File: src/rtl/rrf_flag_retire_pkg.sv
// Shared definitions for the flag retire-group collector: default sizes
// and the group FSM state encoding.
package rrf_flag_retire_pkg;

    localparam int DEFAULT_SLOTS      = 4;
    localparam int DEFAULT_DATA_WIDTH = 6;

    typedef enum logic {
        IDLE  = 1'b0,
        ACCUM = 1'b1
    } state_e;

endpackage

File: src/rtl/rrf_flag_retire_sel.sv
// Youngest flag-writer select within one retire chunk: the highest-index
// slot that is both valid and writes flags provides the chunk's flags.
module rrf_flag_retire_sel
    import rrf_flag_retire_pkg::*;
#(
    parameter int SLOTS      = DEFAULT_SLOTS,
    parameter int DATA_WIDTH = DEFAULT_DATA_WIDTH
) (
    input  logic [SLOTS-1:0]            valid_i,
    input  logic [SLOTS-1:0]            flagWen_i,
    input  logic [SLOTS*DATA_WIDTH-1:0] flags_i,
    output logic                        selValid_o,
    output logic [DATA_WIDTH-1:0]       selFlags_o
);

    // Walk slots oldest to youngest so the last match (youngest) wins
    always_comb begin
        selValid_o = 1'b0;
        selFlags_o = '0;
        for (int i = 0; i < SLOTS; i++) begin
            if (valid_i[i] && flagWen_i[i]) begin
                selValid_o = 1'b1;
                selFlags_o = flags_i[i*DATA_WIDTH +: DATA_WIDTH];
            end
        end
    end

endmodule

File: src/rtl/rrf_flag_retire.sv
// Flag retire collector: accumulates the youngest flag writer across the
// chunks of a retire group and issues one RRF flag write when the group
// closes. Optional macro RRF_FLAG_FWD_EN adds fwd_data/fwd_valid, which
// expose the pending flags of an open group for early rename recovery.
module rrf_flag_retire
    import rrf_flag_retire_pkg::*;
#(
    parameter int SLOTS      = DEFAULT_SLOTS,
    parameter int DATA_WIDTH = DEFAULT_DATA_WIDTH
) (
    input  logic                        clk,
    input  logic                        rst,
    input  logic [SLOTS-1:0]            ret_valid,
    input  logic [SLOTS-1:0]            ret_flagWen,
    input  logic [SLOTS*DATA_WIDTH-1:0] ret_flags,
    input  logic                        ret_thread,
    input  logic                        ret_last,
    input  logic                        ret_cancel,
    output logic [DATA_WIDTH-1:0]       write0_data,
    output logic                        write0_wen,
    output logic                        write_thread,
    output logic                        busy,
    output logic                        thr_err
`ifdef RRF_FLAG_FWD_EN
    ,
    output logic [DATA_WIDTH-1:0]       fwd_data,
    output logic                        fwd_valid
`endif
);

    state_e                  state_q;
    logic                    pendV_q;
    logic [DATA_WIDTH-1:0]   pendFlags_q;
    logic                    groupThr_q;
    logic                    wen_q;
    logic [DATA_WIDTH-1:0]   data_q;
    logic                    wthr_q;
    logic                    thrErr_q;

    logic                    selValid;
    logic [DATA_WIDTH-1:0]   selFlags;
    logic                    chunk;
    logic                    inAccum;
    logic                    pendV_d;
    logic [DATA_WIDTH-1:0]   pendFlags_d;
    logic                    closeThr;

    rrf_flag_retire_sel #(
        .SLOTS      (SLOTS),
        .DATA_WIDTH (DATA_WIDTH)
    ) u_sel (
        .valid_i    (ret_valid),
        .flagWen_i  (ret_flagWen),
        .flags_i    (ret_flags),
        .selValid_o (selValid),
        .selFlags_o (selFlags)
    );

    assign chunk   = (|ret_valid) || ret_last;
    assign inAccum = (state_q == ACCUM);

    // Merge this chunk's writer over what the open group already holds
    assign pendV_d     = selValid || (inAccum && pendV_q);
    assign pendFlags_d = selValid ? selFlags :
                         ((inAccum && pendV_q) ? pendFlags_q : '0);
    assign closeThr    = inAccum ? groupThr_q : ret_thread;

    // Group FSM with registered write port; cancel outranks close
    always_ff @(posedge clk) begin
        if (!rst) begin
            state_q     <= IDLE;
            pendV_q     <= 1'b0;
            pendFlags_q <= '0;
            groupThr_q  <= 1'b0;
            wen_q       <= 1'b0;
            data_q      <= '0;
            wthr_q      <= 1'b0;
            thrErr_q    <= 1'b0;
        end else begin
            wen_q <= 1'b0;
            if (ret_cancel) begin
                state_q     <= IDLE;
                pendV_q     <= 1'b0;
                pendFlags_q <= '0;
            end else if (chunk) begin
                if (ret_last) begin
                    state_q     <= IDLE;
                    pendV_q     <= 1'b0;
                    pendFlags_q <= '0;
                    if (pendV_d) begin
                        wen_q  <= 1'b1;
                        data_q <= pendFlags_d;
                        wthr_q <= closeThr;
                    end
                end else begin
                    state_q     <= ACCUM;
                    pendV_q     <= pendV_d;
                    pendFlags_q <= pendFlags_d;
                end
                if (!inAccum) begin
                    groupThr_q <= ret_thread;
                end else if (ret_thread != groupThr_q) begin
                    thrErr_q <= 1'b1;
                end
            end
        end
    end

    assign write0_data  = data_q;
    assign write0_wen   = wen_q;
    assign write_thread = wthr_q;
    assign busy         = inAccum;
    assign thr_err      = thrErr_q;

`ifdef RRF_FLAG_FWD_EN
    assign fwd_valid = inAccum && pendV_q;
    assign fwd_data  = (inAccum && pendV_q) ? pendFlags_q : '0;
`else
    // Forwarding ports are not present in this build
`endif

endmodule

File: config.mk
export PLATFORM = sky130hd
export DESIGN_NAME = rrf_flag_retire
export DESIGN_NICKNAME = d
export VERILOG_FILES = /design/src/rtl/rrf_flag_retire_pkg.sv /design/src/rtl/rrf_flag_retire_sel.sv /design/src/rtl/rrf_flag_retire.sv
export SDC_FILE = /design/constraint.sdc
export NUM_CORES = 1
export LEC_CHECK = 0
export ABC_CLOCK_PERIOD_IN_PS = 1800
export CAP_MARGIN = 20
export CORE_MARGIN = 5
export CORE_UTILIZATION = 42
export CTS_BUF_LIST = sky130_fd_sc_hd__clkbuf_2 sky130_fd_sc_hd__clkbuf_4 sky130_fd_sc_hd__clkbuf_8
export DETAILED_ROUTE_END_ITERATION = 6
export GPL_TIMING_DRIVEN = 0
export PLACE_DENSITY_LB_ADDON = 0.05
export SYNTH_ARGS = -nofsm -noshare
export SYNTH_HDL_FRONTEND = slang
export SYNTH_SLANG_ARGS = --single-unit
File: constraint.sdc
create_clock -name clk -period 1.8 [get_ports clk]
set_input_delay 0.27 -clock clk [delete_from_list [all_inputs] [get_ports clk]]
set_output_delay 0.27 -clock clk [all_outputs]
set_load 0.005 [all_outputs]
-- Word-level counts from Yosys, hierarchy flattened
Cells that the tools add are included.
- equality and inequality tests: 1
- multiplexer cells: 15
- bitwise logic cells: 4
- reduce and logical (&&, ||, !) cells: 13
- operators with widths (operator ; count):
    2-to-1 mux 6 bit ; 7
    2-to-1 mux 1 bit ; 8
    AND reduction 4 bit ; 2
    OR reduction 4 bit ; 2
    logical AND 1 bit ; 5
    inverter 1 bit ; 4
    logical OR 1 bit ; 2
    AND reduction 2 bit ; 1
    OR reduction 2 bit ; 1
    != test 1 bit ; 1
- register bits: 18
- input bits: 37
- output and inout bits: 10
- logic and storage cells: 41

-- Logic depth before layout (Yosys ltp)
Gate-level depths: netlist of the first run.
- depth after elaboration: 7
- gate-level depth with buffers: 5

-- Cells and area by module
From an unflattened synthesis of the first run, not the netlist that was laid out.
- cells, all modules: 128
- area total of the unflattened synthesis: 1126.1 sq um
- modules (own cells, without submodules) (module ; times used ; cells an instance ; area an instance (sq um) ; seq. area each (sq um)):
    rrf_flag_retire ; 1 ; 92 ; 900.9 ; 360.3
    rrf_flag_retire_sel ; 1 ; 36 ; 225.2 ; 0.0

-- Worst setup path after synthesis of the first run
Ideal clock, no wire load.
- path kind: input to register
- from: input port ret_valid[1]
- to: register data_q[4] (netlist: write0_data[4])
- setup time: 136 ps
- data arrival time: 1206 ps
- data required time: 1664 ps
- path slack: 459 ps
- stages: 5
- path buffers: 1
- path through: buf_8 -> or4_4 -> o211ai_1 -> a2bb2oi_2 -> a31oi_1
- word-level cells in the longest chain between the ends: 6
- elaborated cells on any way between the ends: 12
- ends and longest elaborated chain (what ; line ; RTL):
    start, declared ; rrf_flag_retire.sv:13 ; input logic [SLOTS-1:0] ret_valid,
    logical AND 1 bit ; rrf_flag_retire_sel.sv:21 ; if (valid_i[i] && flagWen_i[i]) begin
    2-to-1 mux 1 bit (3 in a row) ; rrf_flag_retire_sel.sv:21 ;
    logical OR 1 bit ; rrf_flag_retire.sv:63 ; assign pendV_d = selValid || (inAccum && pendV_q);
    AND reduction 4 bit (no line) ; n/a ;
    end signal, assigned ; rrf_flag_retire.sv:92 ; data_q <= pendFlags_d;
    end, declared ; rrf_flag_retire.sv:36 ; logic [DATA_WIDTH-1:0] data_q;
Several ways; a longest one is shown, not always the timed one.
A chain may end at the register's enable or synchronous reset.

-- Worst setup path after layout of the first run
- from: input port ret_valid[2]
- to: register data_q[4] (netlist: write0_data[4])
- word-level cells in the longest chain between the ends: 5
- elaborated cells on any way between the ends: 10
- ends and longest elaborated chain (what ; line):
    logical AND 1 bit ; rrf_flag_retire_sel.sv:21
    2-to-1 mux 1 bit (2 in a row) ; rrf_flag_retire_sel.sv:21
    logical OR 1 bit ; rrf_flag_retire.sv:63
    AND reduction 4 bit (no line) ; n/a
Several ways; a longest one is shown, not always the timed one.

==> flow_summary.yaml, run 1 <==
outcome:
  status: "finished clean"
synth:
  ys_seq_area_share_pct: 36.69
  postSynthAreaPerCell_sq_um: 8.849
  syn_nets: 148
  async_reset_ff_share_pct: 0
  yosysWarningCount: 0
  netlist_instances: 111
  synth_top_area_cell: "dfxtp_1"
  synth_flop_cell: "dfxtp_1"
  synth_top_area_share_pct: 36.69
  ys_types: 31
  synth_seq_cells: 18
  syn_area_sq_um: 982.2
  synth_edf_count: 0
  synthTopCellsByArea: "dfxtp_1 37%, a31oi_1 4.5%, nand2_1 4.2%"
detailed_routing:
  via_per_inst: 5.645
  drt_iter0_drc: 11
  drc: 0
  wl_per_cell_um: 14.13
  drt-pass1-iter-count: 4
  num_vias: 1050
  postRouteAntennaNets: 0
  totalWireLength_um: 2629
timing:
  setup_viol_count_final: 0
  max_freq_mhz: 599.9
  worst_slew_pin_slew_ns: 0.5023
  finalCritPeriodShare_pct: 92.61
  final_hold_viol_count: 0
  skew_ns: 0.002281
  rsz0062_at_grt: "no"
  final-max-slew-violation-count: 0
  final.min_clock_period_ns: 1.667
  layout_setup_ws_ns: 0.1330
  slew_headroom_pct: 66.51
  finalSetupTns_ns: 0
finish:
  post-route-util_pct: 66.27
  n_antenna_cell: 0
  drive_gt1_share_pct: 9.494
  nets: 197
  syn2layout_area_growth_pct: 50.70
power_and_ir_drop:
  power_density_nw_per_um2: 585.1
  power_mw: 0.8661
  leakage_nw: 0.5597
  ir_drop_uv: 544.6
min_path:
  hold_class: "in2reg"
  hold_path.startpoint: "ret_valid[1]"
cts:
  cts.clk_slew.worst_paths_ns: 0.09
  clk_latency_ns: 0.29
  numCtsBuffers: 3
  cts.path.max_buffers: 2
  cts_tree: "done"
  root_buffer: "clkbuf_4"
  post_cts_resized: 0
  cts_htree_levels: 1
  postCtsHoldBufs: 0
  cts_sinks: 18
  post-cts-setup-buffer-count: 0
grt:
  grt_remaining_overflow: 0
  grt_pass1_vias: 1007
  grt_usage_pct: 16.20
  grt_max_degree: 11
  grt_antenna_before_repair: 0
  grt_pass1_wl_um: 4278
floorplan:
  initial_core_util_pct: 43.98
  io_pins: 47
  design.die.area_sq_um: 3406
  coreArea_sq_um: 2233
  fp-row-count: 17
  fp.dieH_um: 58.36
  die_x_um: 58.36
critical_path:
  r2r_start: "busy"
  crit_fanout: 5
  start_kind: "primary input"
  cp-end-kind: "register"
  worstSetupPathType: "in2reg"
  startpoint: "ret_valid[2]"
  cp.arrival_ns: 1.83
  required_ns: 1.96
flow_run:
  maxCapViolCount: 0
place:
  pre_cts_ws_ns: -0.1726
  port_buffers: 44
  dp_hpwl_um: 2151
  place.gp.congestion: 0.8012
-- Yosys cell counts, types with 2 or more instances --
cell type,number
nor2_1,4
nand3_1,7
a2bb2oi_2,2
a31oi_1,7
nor2b_1,2
o311a_1,2
inv_1,7
dfxtp_1,18
and2_1,4
o21ai_1,6
o311ai_1,4
a21oi_1,8
mux2i_1,2
o21ai_0,7
o211ai_1,2
o221ai_1,4
nand2_1,11
-- power breakdown --
group          total, mW  switching (mW)  internal (mW)
clock network      0.191           0.113         0.0778
logic              0.245           0.101          0.144
registers          0.430          0.0124          0.418
-- cells by family (layout without fill, tap and decap cells) --
family	Yosys count	after routing	synth area share, %
simple gates	32	32	17.58
buf+inv	10	57	5.095
flops	18	18	36.69
xor+xnor	1	1	0.8919
mux	2	2	2.038
compound gates	48	48	37.71
-- critical path, stage by stage --
cell             delay (ns)
clkdlybuf4s50_1        0.53
or4_4                  0.59
o211ai_1               0.13
a2bb2oi_2              0.20
a31oi_1                0.10
-- per-layer routing --
metal  global-route usage [%]  share of wire, %
met1                    18.28                43
met2                    27.75                49
met3                    6.798               7.1
met4                    4.636              0.65
met5                        0                 0
-- cell usage in the layout (no fill, tap or decap), drive strengths merged, types with 2 or more instances in the layout --
cell and instances:
a21oi 8, a22oi 2, a2bb2oi 2, a31oi 7, and2 5, buf 2
clkbuf 4, clkdlybuf4s50 44, dfxtp 18, inv 7, mux2i 2, nand2 12
nand3 7, nor2 4, nor2b 2, o211ai 2, o21ai 13, o221ai 4
o311a 2, o311ai 4
-- path summary, 6_finish.rpt --
check	depth (start not counted)	slack [ns]	endpoint
setup / recovery	5	0.13	write0_data[4]
hold / removal	4	0.35	busy
setup reg to reg	4	0.27	write_thread
hold reg to reg	2	0.46	pendFlags_q[1]
-- per-stage QoR --
stage	hold slack [ns]	cells	cell area, sq um
floorplan	0.4332	111	982.2
global placement	0.4397	183	1458
detailed placement	0.4438	183	1458
CTS	0.3410	186	1480
global route	0.3826	186	1480
finish	0.3514	186	1480
-- flip-flops by register name (all words and copies together), names as in the netlist --
name          count
write_thread      1
write0_wen        1
groupThr_q        1
write0_data       6
thr_err           1
busy              1
pendV_q           1
pendFlags_q       6
-- layout make-up --
cell class	count	area, sq um
sequential	18	360.3
tap	28	35.03
inverter	7	26.28
timing repair buffer	44	440.4
buffer	3	23.77
multi-input combinational	83	571.8
clock buffer	3	22.52
fill	194	753.2
Power figures use the tool's default switching activity.
==> run 2: changes to the inputs <==
CTS_BUF_LIST = sky130_fd_sc_hd__clkbuf_8   (was sky130_fd_sc_hd__clkbuf_2 sky130_fd_sc_hd__clkbuf_4 sky130_fd_sc_hd__clkbuf_8)
==> flow_summary.yaml, run 2 (synthesized netlist as in run 1, its figures left out) <==
detailed_routing:
  totalWireLength_um: 2741
  via_per_inst: 5.624
  drc: 0
  drt-pass1-iter-count: 4
  num_vias: 1046
  wl_per_cell_um: 14.74
  postRouteAntennaNets: 0
  drt_iter0_drc: 11
finish:
  layout_commonest_cell: "clkdlybuf4s50_1"
  syn2layout_area_growth_pct: 52.61
  layout_common_cells: "44 x clkdlybuf4s50_1, 18 x dfxtp_1, 11 x nand2_1, 8 x a21oi_1"
  drive_gt1_share_pct: 9.494
  final_cells: 186
  n_antenna_cell: 0
  post-route-util_pct: 67.11
  nets: 197
min_path:
  hold_class: "in2reg"
outcome:
  status: "finished clean"
floorplan:
  coreArea_sq_um: 2233
  initial_core_util_pct: 43.98
  fp.dieH_um: 58.36
  die_x_um: 58.36
  io_pins: 47
  fp-row-count: 17
  design.die.area_sq_um: 3406
timing:
  slew_headroom_pct: 66.96
  final_hold_viol_count: 0
  max_freq_mhz: 586.6
  hold_slack_ns: 0.3929
  skew_ns: 0.001187
  layout_setup_ws_ns: 0.09516
  setup_viol_count_final: 0
  final-max-slew-violation-count: 0
  worst_slew_pin_slew_ns: 0.4956
  final.min_clock_period_ns: 1.705
  rsz0062_at_grt: "no"
  finalCritPeriodShare_pct: 94.71
cts:
  cts.clk_slew.worst_paths_ns: 0.06
  cts.path.max_buffers: 2
  post-cts-setup-buffer-count: 0
  cts_tree: "done"
  root_buffer: "clkbuf_8"
  numCtsBuffers: 3
  post_cts_resized: 0
  postCtsHoldBufs: 0
  cts_htree_levels: 1
  clk_latency_ns: 0.25
  cts_sinks: 18
grt:
  grt_pass1_vias: 1016
  grt_usage_pct: 16.61
  grt_pass1_wl_um: 4360
  grt_antenna_before_repair: 0
  grt_max_degree: 11
  grt_remaining_overflow: 0
place:
  dp_cells: 183
  port_buffers: 44
  dp_hpwl_um: 2151
  pre_cts_ws_ns: -0.1726
  place.gp.congestion: 0.8012
critical_path:
  cp-end-kind: "register"
  start_kind: "primary input"
  cp_cell_sequence: "clkdlybuf4s50_1 -> or4_4 -> o211ai_1 -> a2bb2oi_2 -> a31oi_1"
  crit_path_max_incr_delay_ns: 0.59
  worstSetupPathType: "in2reg"
  cp.arrival_ns: 1.82
  required_ns: 1.92
  crit_fanout: 5
  slowest_stage: "or4_4"
power_and_ir_drop:
  power_mw: 0.9489
  power_density_nw_per_um2: 633.0
  ir_drop_uv: 682.9
  leakage_nw: 0.5675
flow_run:
  maxCapViolCount: 0
==> run 2: cell count changes in the layout (fill, tap and decap cells not counted) <==
cell      before  now
clkbuf_4       3    0
clkbuf_8       0    3
==> run 2: stage by stage <==
| stage | TNS (ns) | cell area [sq um] |
|---|---|---|
| floorplan | 0 | 982.2 |
| CTS | 0 | 1499 |
| detailed placement | -0.7720 | 1458 |
| finish | 0 | 1499 |
| global placement | -0.4800 | 1458 |
| global route | 0 | 1499 |
==> run 2: metal layers <==
layer	routed length, um	track usage, %	up-vias
met2	1361	29.19	33
met3	206	6.579	2
met4	16	4.305	0
li1	-	-	522
met5	0	0	-
met1	1156	18.55	489
==> run 2: cell type report <==
type | count | area (sq um)
clock buffers | 3 | 41.29
plain buffers | 3 | 23.77
multi-input cells | 83 | 571.8
repair buffers | 44 | 440.4
fillers | 190 | 734.5
well taps | 28 | 35.03
flip-flops and latches | 18 | 360.3
inverters | 7 | 26.28
==> run 2: worst max-delay path: cells and delay by family <==
kind	cells	cell delay (ns)
buffers and inverters	1	0.53
AOI/OAI and AO/OA	3	0.43
and+or+nand+nor	1	0.59
==> run 2: worst paths after layout <==
path | slack, ns | endpoint | depth (start not counted) | from
hold reg to reg | 0.45 | pendFlags_q[4] | 2 | pendFlags_q[4]
setup / recovery | 0.1 | write0_data[4] | 5 | ret_valid[2]
hold / removal | 0.39 | busy | 4 | ret_valid[1]
setup reg to reg | 0.27 | write_thread | 4 | busy
==> run 2: power breakdown <==
group | total [mW] | switching [mW] | internal (mW) | leakage, nW
clock | 0.271 | 0.123 | 0.149 | 0.0216
combinational | 0.247 | 0.102 | 0.144 | 0.399
sequential | 0.431 | 0.0125 | 0.418 | 0.147
total | 0.949 | 0.238 | 0.711 | 0.568
==> run 3: changes to the inputs <==
ABC_AREA = 1   (was not set)
CORE_UTILIZATION = 43   (was 42)
==> flow_summary.yaml, run 3 <==
synth:
  syn_nets: 214
  postSynthAreaPerCell_sq_um: 6.228
  yosysWarningCount: 0
  synth_top_area_share_pct: 32.69
  synth.most_common_cell: "nand2_1"
  synth_top_family_by_area: "simple AND/OR/NAND/NOR gates"
  synthMuxAreaShare_pct: 1.022
  ys_types: 19
  synth-adder-area-share_pct: 0
  synthSimpleGateAreaFrac_pct: 39.39
  synth_seq_cells: 18
  ys_seq_area_share_pct: 32.69
  netlist_instances: 177
  async_reset_ff_share_pct: 0
  syn_area_sq_um: 1102
  synth_xor_xnor_area_share_pct: 0.7946
  synthTopCellsByArea: "dfxtp_1 33%, nand2_1 16%, nand3_1 9.5%"
  synth_compound_area_share_pct: 15.10
  netlist_top_cells_count: "46 x nand2_1, 24 x inv_1, 23 x nor2_1"
  synth_edf_count: 0
  synth_top_area_cell: "dfxtp_1"
  synth_flop_cell: "dfxtp_1"
detailed_routing:
  drc: 0
  via_per_inst: 4.871
  num_vias: 1242
  wl_per_cell_um: 11.21
  totalWireLength_um: 2858
  drt_iter0_drc: 39
  postRouteAntennaNets: 0
  drt-pass1-iter-count: 4
critical_path:
  crit_fanout: 10
  cp-end-kind: "register"
  crit_path_max_incr_delay_ns: 0.55
  ff2ff_setup_slack_ns: 0.40
  rr_worst_depth: 5
  cp_cell_sequence: "clkdlybuf4s50_1 -> nand2_4 -> nand2_4 -> nor2_4 -> buf_6 -> o21ai_0 -> a21oi_1 -> nor2_1"
  startpoint: "ret_flagWen[1]"
  cp.arrival_ns: 1.76
  worstSetupPathType: "in2reg"
  start_kind: "primary input"
  r2r_start: "busy"
  required_ns: 1.94
  slowest_stage: "clkdlybuf4s50_1"
  reg2reg_to: "write0_data[2]"
  cp_common_cell: "nand2_4"
min_path:
  holdPathEnd: "busy"
  hold_class: "in2reg"
  whs_path_depth: 5
  hold_path.startpoint: "ret_valid[1]"
finish:
  syn2layout_area_growth_pct: 48.01
  n_antenna_cell: 0
  multi_input_area_sq_um: 620.6
  post-route-util_pct: 66.46
  area.sequential_sq_um: 360.3
  nets: 264
  layout_commonest_cell: "nand2_1"
  drive_gt1_share_pct: 7.111
  final_area_sq_um: 1632
  layout_common_cells: "46 x nand2_1, 45 x clkdlybuf4s50_1, 24 x inv_1, 23 x nor2_1, 21 x nand3_1"
  fill_cells: 234
place:
  dp_hpwl_um: 2402
  place.gp.congestion: 0.7376
  placed_area_sq_um: 1590
  port_buffers: 45
cts:
  clk_latency_ns: 0.25
  cts.clk_slew.worst_paths_ns: 0.06
  cts_htree_levels: 1
  post-cts-setup-buffer-count: 0
  post_cts_resized: 0
  root_buffer: "clkbuf_8"
  numCtsBuffers: 3
  cts.path.max_buffers: 2
  cts_tree: "done"
  cts_sinks: 18
  postCtsHoldBufs: 0
power_and_ir_drop:
  leakage_nw: 0.7438
  ir_drop_uv: 841.7
  power_mw: 0.9644
  power_density_nw_per_um2: 591.1
timing:
  final_hold_viol_count: 0
  finalSetupTns_ns: 0
  setup_viol_count_final: 0
  skew_ns: 0.002682
  rsz0062_at_grt: "no"
  final-max-slew-violation-count: 0
  worst_slew_pin_slew_ns: 0.4766
  slew_headroom_pct: 68.19
  finalCritPeriodShare_pct: 90.00
  final.min_clock_period_ns: 1.620
  hold_slack_ns: 0.4332
  max_freq_mhz: 617.3
floorplan:
  design.die.area_sq_um: 3676
  io_pins: 47
  fp.dieH_um: 60.63
  coreArea_sq_um: 2455
  die_x_um: 60.63
  initial_core_util_pct: 44.90
  fp-row-count: 18
grt:
  grt_antenna_before_repair: 0
  grt_max_degree: 11
  grt_pass1_wl_um: 4616
  grt_remaining_overflow: 0
  grt_pass1_vias: 1160
  grt_usage_pct: 16.20
outcome:
  status: "finished clean"
flow_run:
  maxCapViolCount: 0
run 3: cell type report:
type                    count  area share, %
multi-input cells         131          38.04
repair buffers             45          27.61
flip-flops and latches     18          22.09
inverters                  25          5.752
clock buffers               3          2.531
well taps                  30          2.301
plain buffers               3          1.687
run 3: kinds of logic (layout without fill, tap and decap cells):
| logic type | after synthesis | in the layout |
|---|---|---|
| AND/OR/NAND/NOR | 98 | 98 |
| AO/OA/AOI/OAI | 31 | 31 |
| buffers and inverters | 28 | 76 |
| flip-flops | 18 | 18 |
| XOR/XNOR | 1 | 1 |
| multiplexers | 1 | 1 |
run 3: metrics by stage:
stage / cells / worst slack, ns
after floorplan: 177 / 0.5934
after global placement: 252 / -0.005785
after detailed placement: 252 / -0.06304
after CTS: 255 / 0.2063
after global routing: 255 / 0.09749
final: 255 / 0.1800
run 3: how the worst max path moves through the flow:
stage                                end  cells past startpoint
after CTS                 write0_data[2]                      8
after detailed placement  write0_data[2]                      8
after global placement    write0_data[3]                      8
after floorplan           write0_data[2]                      8
final                     write0_data[2]                      8
after global routing      write0_data[1]                      9
run 3: report_power, final:
group          leakage [nW]  internal [mW]  switching, mW
Combinational         0.575          0.145          0.123
Clock                0.0216          0.148          0.120
Sequential            0.147          0.419         0.0102
Total                 0.744          0.712          0.253
run 3: critical path, delay by kind of cell:
kind / cells / cell delay [ns]
buf+inv: 2 / 0.70
simple gates: 4 / 0.46
compound gates: 2 / 0.31
run 3: layer usage:
layer  wire [um]  global-route usage [%]
met5           0                       0
met4          20                   3.406
met3         151                   4.255
met2        1451                   28.40
met1        1235                   19.90
